[config.mk]
export PLATFORM = sky130hd
export DESIGN_NAME = sync_fifo_ctrl
export DESIGN_NICKNAME = d
export VERILOG_FILES = /design/src/rtl/fifo_pkg.sv /design/src/rtl/simple_dual_port_ram.sv /design/src/rtl/sync_fifo_ctrl.sv
export SDC_FILE = /design/constraint.sdc
export NUM_CORES = 1
export LEC_CHECK = 0
export CORE_ASPECT_RATIO = 1.25
export CORE_MARGIN = 8
export CORE_UTILIZATION = 50
export CTS_CLUSTER_SIZE = 16
export DETAILED_ROUTE_END_ITERATION = 16
export PLACE_DENSITY = 0.66
export SLEW_MARGIN = 20
export SYNTH_ARGS = -nofsm -noshare
export SYNTH_HDL_FRONTEND = slang
export SYNTH_SLANG_ARGS = --single-unit
[constraint.sdc]
create_clock -name clk_i -period 5.6 [get_ports clk_i]
set_input_delay 0.56 -clock clk_i [delete_from_list [all_inputs] [get_ports clk_i]]
set_output_delay 0.56 -clock clk_i [all_outputs]
set_load 0.01 [all_outputs]
[src/rtl/fifo_pkg.sv]
`default_nettype none
// ============================================================================
// Module      : fifo_pkg
// Description : Shared sizing constants and types for the byte FIFO built on
//               the 128 x 8 simple dual-port RAM.
// Revision    : 1.0 - initial release
// ============================================================================
package fifo_pkg;

    localparam int c_DATA_W       = 8;
    localparam int c_ADDR_W       = 7;
    localparam int DEPTH          = 2 ** c_ADDR_W;
    localparam int c_AF_LEVEL_DEF = 120;
    localparam int c_AE_LEVEL_DEF = 8;

    // Pointer carries one extra wrap bit above the RAM address.
    typedef logic [c_ADDR_W:0]   ptr_t;
    typedef logic [c_DATA_W-1:0] data_t;

endpackage : fifo_pkg
`default_nettype wire

[src/rtl/simple_dual_port_ram.sv]
`default_nettype none
// ============================================================================
// Module      : simple_dual_port_ram
// Description : Simple dual-port RAM, one write port and one read port on a
//               single clock. Read data is registered (one-cycle latency) and
//               only updates when rd_en_i is high. Contents are not reset.
// Ports       : clk_i      - clock
//               wr_en_i    - write strobe
//               wr_addr_i  - write address
//               wr_data_i  - write data
//               rd_en_i    - read strobe
//               rd_addr_i  - read address
//               rd_data_o  - read data, valid the cycle after rd_en_i
// Revision    : 1.0 - initial release
// ============================================================================
module simple_dual_port_ram
    import fifo_pkg::*;
#(
    parameter int DATA_W = c_DATA_W,
    parameter int ADDR_W = c_ADDR_W
) (
    input  logic              clk_i,
    input  logic              wr_en_i,
    input  logic [ADDR_W-1:0] wr_addr_i,
    input  logic [DATA_W-1:0] wr_data_i,
    input  logic              rd_en_i,
    input  logic [ADDR_W-1:0] rd_addr_i,
    output logic [DATA_W-1:0] rd_data_o
);

    localparam int c_WORDS = 2 ** ADDR_W;

    logic [DATA_W-1:0] r_mem [c_WORDS];
    logic [DATA_W-1:0] r_rd_data;

    always_ff @(posedge clk_i) begin
        if (wr_en_i) begin
            r_mem[wr_addr_i] <= wr_data_i;
        end
        if (rd_en_i) begin
            r_rd_data <= r_mem[rd_addr_i];
        end
    end

    assign rd_data_o = r_rd_data;

endmodule : simple_dual_port_ram
`default_nettype wire

[src/rtl/sync_fifo_ctrl.sv]
`default_nettype none
// ============================================================================
// Module      : sync_fifo_ctrl
// Description : Single-clock FIFO controller driving a simple dual-port RAM.
//               Holds read/write pointers, occupancy count and registered
//               status flags; rejected pushes/pops raise one-cycle pulses.
// Ports       : clk_i          - clock, rising edge
//               rst_n_i        - asynchronous active-low reset
//               wr_en_i        - push request
//               wr_data_i      - push data
//               rd_en_i        - pop request
//               rd_data_o      - popped data, valid when rd_valid_o is high
//               rd_valid_o     - rd_data_o valid this cycle
//               full_o         - count_o == depth
//               empty_o        - count_o == 0
//               almost_full_o  - count_o >= AF_LEVEL
//               almost_empty_o - count_o <= AE_LEVEL
//               count_o        - occupancy, 0..depth
//               overflow_o     - pulse: push rejected because full
//               underflow_o    - pulse: pop rejected because empty
// Revision    : 1.0 - initial release
// ============================================================================
module sync_fifo_ctrl
    import fifo_pkg::*;
#(
    parameter int DATA_W   = c_DATA_W,
    parameter int ADDR_W   = c_ADDR_W,
    parameter int AF_LEVEL = c_AF_LEVEL_DEF,
    parameter int AE_LEVEL = c_AE_LEVEL_DEF
) (
    input  logic              clk_i,
    input  logic              rst_n_i,
    input  logic              wr_en_i,
    input  logic [DATA_W-1:0] wr_data_i,
    input  logic              rd_en_i,
    output logic [DATA_W-1:0] rd_data_o,
    output logic              rd_valid_o,
    output logic              full_o,
    output logic              empty_o,
    output logic              almost_full_o,
    output logic              almost_empty_o,
    output logic [ADDR_W:0]   count_o,
    output logic              overflow_o,
    output logic              underflow_o
);

    localparam logic [ADDR_W:0] c_FULL_CNT = {1'b1, {ADDR_W{1'b0}}};
    localparam logic [ADDR_W:0] c_AF_CNT   = AF_LEVEL[ADDR_W:0];
    localparam logic [ADDR_W:0] c_AE_CNT   = AE_LEVEL[ADDR_W:0];
    localparam logic [ADDR_W:0] c_ONE      = {{ADDR_W{1'b0}}, 1'b1};

    logic [ADDR_W:0] r_wr_ptr;
    logic [ADDR_W:0] r_rd_ptr;
    logic [ADDR_W:0] r_count;
    logic            r_full;
    logic            r_empty;
    logic            r_af;
    logic            r_ae;
    logic            r_rd_valid;
    logic            r_ovf;
    logic            r_unf;

    logic            w_wr_ok;
    logic            w_rd_ok;
    logic [ADDR_W:0] w_count_next;

    // Acceptance uses only the current registered flags, so a pop on empty is
    // refused even when a push lands on the same edge (no write-through), and
    // a push on full is refused even when a pop frees a slot on that edge.
    // This also guarantees the read and write addresses never collide.
    assign w_wr_ok = wr_en_i & ~r_full;
    assign w_rd_ok = rd_en_i & ~r_empty;

    always_comb begin
        w_count_next = r_count;
        if (w_wr_ok && !w_rd_ok) begin
            w_count_next = r_count + c_ONE;
        end else if (w_rd_ok && !w_wr_ok) begin
            w_count_next = r_count - c_ONE;
        end
    end

    // Flags are computed from the next count so they line up with count_o.
    always_ff @(posedge clk_i or negedge rst_n_i) begin
        if (!rst_n_i) begin
            r_wr_ptr   <= '0;
            r_rd_ptr   <= '0;
            r_count    <= '0;
            r_full     <= 1'b0;
            r_empty    <= 1'b1;
            r_af       <= 1'b0;
            r_ae       <= 1'b1;
            r_rd_valid <= 1'b0;
            r_ovf      <= 1'b0;
            r_unf      <= 1'b0;
        end else begin
            if (w_wr_ok) begin
                r_wr_ptr <= r_wr_ptr + c_ONE;
            end
            if (w_rd_ok) begin
                r_rd_ptr <= r_rd_ptr + c_ONE;
            end
            r_count    <= w_count_next;
            r_full     <= (w_count_next == c_FULL_CNT);
            r_empty    <= (w_count_next == '0);
            r_af       <= (w_count_next >= c_AF_CNT);
            r_ae       <= (w_count_next <= c_AE_CNT);
            r_rd_valid <= w_rd_ok;
            r_ovf      <= wr_en_i & r_full;
            r_unf      <= rd_en_i & r_empty;
        end
    end

    simple_dual_port_ram #(
        .DATA_W (DATA_W),
        .ADDR_W (ADDR_W)
    ) u_ram (
        .clk_i     (clk_i),
        .wr_en_i   (w_wr_ok),
        .wr_addr_i (r_wr_ptr[ADDR_W-1:0]),
        .wr_data_i (wr_data_i),
        .rd_en_i   (w_rd_ok),
        .rd_addr_i (r_rd_ptr[ADDR_W-1:0]),
        .rd_data_o (rd_data_o)
    );

    assign rd_valid_o     = r_rd_valid;
    assign full_o         = r_full;
    assign empty_o        = r_empty;
    assign almost_full_o  = r_af;
    assign almost_empty_o = r_ae;
    assign count_o        = r_count;
    assign overflow_o     = r_ovf;
    assign underflow_o    = r_unf;

endmodule : sync_fifo_ctrl
`default_nettype wire

## After elaboration in Yosys (flattened, before gate mapping)

Memories as Yosys holds them, arrays and structs flattened. A register that Yosys moved wholly into a read port is not among the register bits.
Cells that the tools add are included.

| word-level totals | value |
|---|---|
| bits in registers | 31 |
| memory bits (writable) | 1024 |
| bits of input ports | 12 |
| output and inout bits | 23 |
| word-level logic and storage cells | 33 |
| memories kept | 1 |

| cells by class | value |
|---|---|
| $add $sub $neg | 4 |
| $lt $le $gt $ge | 2 |
| eq/ne operators | 1 |
| multiplexer cells | 4 |
| bitwise gates (word level) | 6 |
| reduce and logical (&&, ||, !) cells | 5 |

Memory list:

| memory | words | width | rd ports | clocked after memory_dff | wr ports | RTL line | text |
|---|---|---|---|---|---|---|---|
| u_ram.r_mem | 128 | 8 | 1 | 1 | 1 | simple_dual_port_ram.sv:33 | `logic [DATA_W-1:0] r_mem [c_WORDS];` |

Operator list:

| cell | count |
|---|---|
| $add 8x1->8 const B | 3 |
| $mux 8 | 2 |
| $eq 8x8->1 const B | 1 |
| $ge 8x7->1 const B | 1 |
| $le 8x4->1 const B | 1 |
| $logic_not 8->1 | 1 |
| $sub 8x1->8 const B | 1 |
| $and 1x1->1 | 4 |
| $logic_and 1x1->1 | 2 |
| $logic_not 1->1 | 2 |
| $mux 1 | 2 |
| $not 1->1 | 2 |

## Depth between registers and ports, before layout

| depth | value |
|---|---|
| word-level depth | 7 |
| depth in mapped cells | 11 |
| depth with buffers taken out | 8 |

## By module

Synthesis repeated with hierarchy kept, for this count alone.

| unflattened totals | value |
|---|---|
| cell total of the unflattened synthesis | 1773 |
| area total of the unflattened synthesis | 41239.6 um^2 |

Modules (own cells, without submodules):

| module | times used | cells an instance | area an instance (um^2) | sequential area each (um^2) |
|---|---|---|---|---|
| simple_dual_port_ram | 1 | 1635 | 39745.6 | 30989.7 |
| sync_fifo_ctrl | 1 | 138 | 1493.9 | 728.2 |

## Least setup slack after synthesis

Ideal clock, no wire load.

| path | value |
|---|---|
| kind | input -> register |
| from | input wr_en_i |
| to | memory u_ram.r_mem[31][0] (netlist bit), enable pin |
| setup time | 395 ps |
| data arrival time | 2177 ps |
| data required time | 5205 ps |
| path slack | 3028 ps |
| stages on the path | 5 |
| buffers on the path | 2 |
| path through | nand2b_1 clkbuf_1 or2_2 clkbuf_1 nor4_1 |

| on the way | value |
|---|---|
| longest elaborated chain between the ends | 3 |

RTL lines:

| what | RTL line | text |
|---|---|---|
| start, declared | sync_fifo_ctrl.sv:33 | `input logic wr_en_i,` |
| $and 1x1->1 | sync_fifo_ctrl.sv:71 | `assign w_wr_ok = wr_en_i & ~r_full;` |
| $mux 1 | simple_dual_port_ram.sv:37 | `if (wr_en_i) begin` |
| $mux 1 (implied by the code) | simple_dual_port_ram.sv:38 | `r_mem[wr_addr_i] <= wr_data_i;` |
| end, declared | simple_dual_port_ram.sv:33 |  |

No other way between the ends.

==> impl_metrics.toml <==
[outcome]
status = "completed"

[detailed_routing]
wl_per_cell_um = 31.1
drt_iter0_markers = 2201
route.detailed.drc = 0
wl_um = 103000
ant_nets = 0
via_count = 20869
dr.pass1.iters = 5
avgViaCountPerCell = 6.33

[timing]
maxSlewViolCount = 0
tns_ns = 0
fin_crit_sh_pct = 67.8
fmax_mhz = 263
rsz0062_at_grt = "no"
period_minus_slack_ns = 3.80
setup_viol = 0
clock_skew_ns = 0.0413
holdWs_ns = 0.355
finalHoldViolCount = 0
tightest_slew_ns = 1.11
setup_ws_ns = 1.80
slew_headroom_pct = 25.8

[floorplan]
rows = 118
die_h_um = 339
dieArea_um2 = 93100
die_x_um = 274
initial_core_util_pct = 50.4
core_um2 = 82800
io_pins = 35

[worst_hold_path]
worstHoldPathType = "in2reg"
min_path_cells = 1
min_to = "u_ram.r_mem[44][1]$_DFFE_PP_"
hp-start = "wr_data_i[1]"

[place]
port_buffers = 34
gp_congestion = 0.883
place_ws_ns = 1.88
hpwl_um = 64500

[job]
maxCapViolCount = 0

[logic_synthesis]
ys_seq_area_share_pct = 76.0
synth_nets = 2094
synth_ff_type = "edfxtp_1"
synth_cell_type_count = 67
ys_seq_elements = 1061
async_flop_share_pct = 2.73
synth_edf_count = 1032
synth_cells = 2078
synth_area_um2 = 41700
yosys_warnings = 0
synth_area_per_cell_um2 = 20.1

[final_layout]
layout_common_cells = "edfxtp_1, mux4_2, mux2i_1, nor2_1, clkbuf_16"
ff_latch_area_um2 = 31700
diodes = 0
n_fill_cell = 6135
nets = 2150
final_util_pct = 55.9
multi_input_area_um2 = 9210
synthToLayoutAreaGrowth_pct = 11.0
final_common_cell = "edfxtp_1"
drive_gt1_share_pct = 18.3

[critical_path]
startpoint_type = "flop"
regToRegSetupSlack_ns = 1.80
crit_start = "r_rd_ptr[3]$_DFFE_PN0P_"
required_ns = 6.16
rr_endpoint = "u_ram.rd_data_o[6]$_DFFE_PP_"
rr_worst_depth = 7
path_class = "reg2reg"
cp.arrival_ns = 4.36
cp-end-kind = "flop"
cp_max_fo = 25
timing.rr.start = "r_rd_ptr[3]$_DFFE_PN0P_"

[global_routing]
grt_pass1_wl_um = 149000
antenna_found_initial = 0
grt_overflow_total = 0
grt_pass1_vias = 21288
grt_max_degree = 92
use_met1_pct = 28.6
grtUsageMet3_pct = 3.27
top_usage_layer = "met2"
track_usage_pct = 22.0
met2_usage_pct = 36.7

[clocking]
max-clock-path-buffers = 3
cts_made_buffers = 98
h-tree-depth = 3
path_clk_slew_ns = 0.06
root_buffer = "clkbuf_16"
cts_tree = "done"
insertion_delay_ns = 0.69
postCtsSetupBuffers = 0
cts_sinks = 1061

[pwr]
p_leak_uw = 0.0147
p_per_area_nw_per_um2 = 482
ir_drop_v = 0.000499
[synth_stat cells, types with 10 or more instances]
cell type	count	share of area [%]
a21oi_1	23	0.28
nor3_1	14	0.17
o21ai_0	13	0.16
a22o_1	12	0.25
nand3_1	26	0.31
o221ai_1	17	0.36
buf_6	13	0.35
buf_4	41	0.74
mux2i_1	157	3.8
a211oi_1	27	0.49
nor2_1	153	1.4
xnor2_1	15	0.31
buf_2	30	0.36
clkbuf_1	27	0.24
dfrtp_1	27	1.6
mux4_2	172	9.3
nor2b_1	14	0.21
or2_2	10	0.15
mux4_1	19	1.2
edfxtp_1	1032	74
o22ai_1	27	0.40
a22oi_1	34	0.61
nand2_1	41	0.37
[critical path, cell delays in order (launching register included)]
cell      delay, ns
dfrtp_1        1.05
nor2b_2        0.95
buf_4          0.38
nand3_1        0.10
o311ai_0       0.14
a211oi_1       0.12
a211oi_1       0.68
o32a_1         0.24
[registers in the layout (all words and copies together) (netlist names)]
signal,count
count_o,8
r_wr_ptr,7
full_o,1
u_ram.rd_data_o,8
almost_full_o,1
underflow_o,1
empty_o,1
rd_valid_o,1
u_ram.r_mem,1024
r_rd_ptr,7
almost_empty_o,1
overflow_o,1
[through the flow]
| step | power, uW | cell area [um^2] | instances |
|---|---|---|---|
| 2_1_floorplan | 13500 | 41700 | 2078 |
| 3_3_place_gp | 15600 | 43000 | 3113 |
| 3_5_place_dp | 15600 | 43000 | 3113 |
| 4_1_cts | 22400 | 46300 | 3298 |
| 5_1_grt | 23000 | 46300 | 3298 |
| 6_report | 22300 | 46300 | 3298 |
[power breakdown]
group	switching (uW)	internal [uW]	leakage (uW)
registers	533	9010	0.00964
logic	3470	2430	0.00338
clock network	2900	4000	0.00165
total	6910	15400	0.0147
[worst max-delay path by stage]
stage | endpoint | slack [ns]
floorplan | u_ram.r_mem[31][0]$_DFFE_PP_ | 3.03
global placement | u_ram.rd_data_o[4]$_DFFE_PP_ | 1.88
global route | u_ram.rd_data_o[6]$_DFFE_PP_ | 1.67
detailed placement | u_ram.rd_data_o[6]$_DFFE_PP_ | 1.88
finish | u_ram.rd_data_o[6]$_DFFE_PP_ | 1.80
CTS | u_ram.rd_data_o[6]$_DFFE_PP_ | 1.84
[layout make-up]
class	instances	share of cell area [%]
Clock buffer	124	5.79
Clock inverter	60	1.40
Inverter	5	0.0405
Multi-Input combinational cell	892	19.9
Sequential cell	1061	68.5
Tap cell	1080	2.92
Timing Repair Buffer	76	1.47
[per-layer routing]
metal	wire, um	vias to the layer above	part of all wire (%)
li1	-	8680	-
met1	39200	10992	38
met2	51300	978	50
met3	7020	219	6.8
met4	5040	0	4.9
met5	0	-	0
[logic make-up (layout without fill, tap and decap cells)]
group	Yosys count	in the layout	synth area share [%]
DFF	1061	1061	76.0
buffers and inverters	125	265	1.99
adders and majority gates	4	4	0.120
AOI/OAI and AO/OA	203	203	3.58
xor gates and xnor gates	20	20	0.420
and+or+nand+nor	310	310	3.48
muxes	355	355	14.4
[what timing repair did]
action	in CTS	in global routing
hold endpoints to repair	5	0
gates resized for setup	0	0
hold buffers	1	0
(Power assumes the default switching activity.)
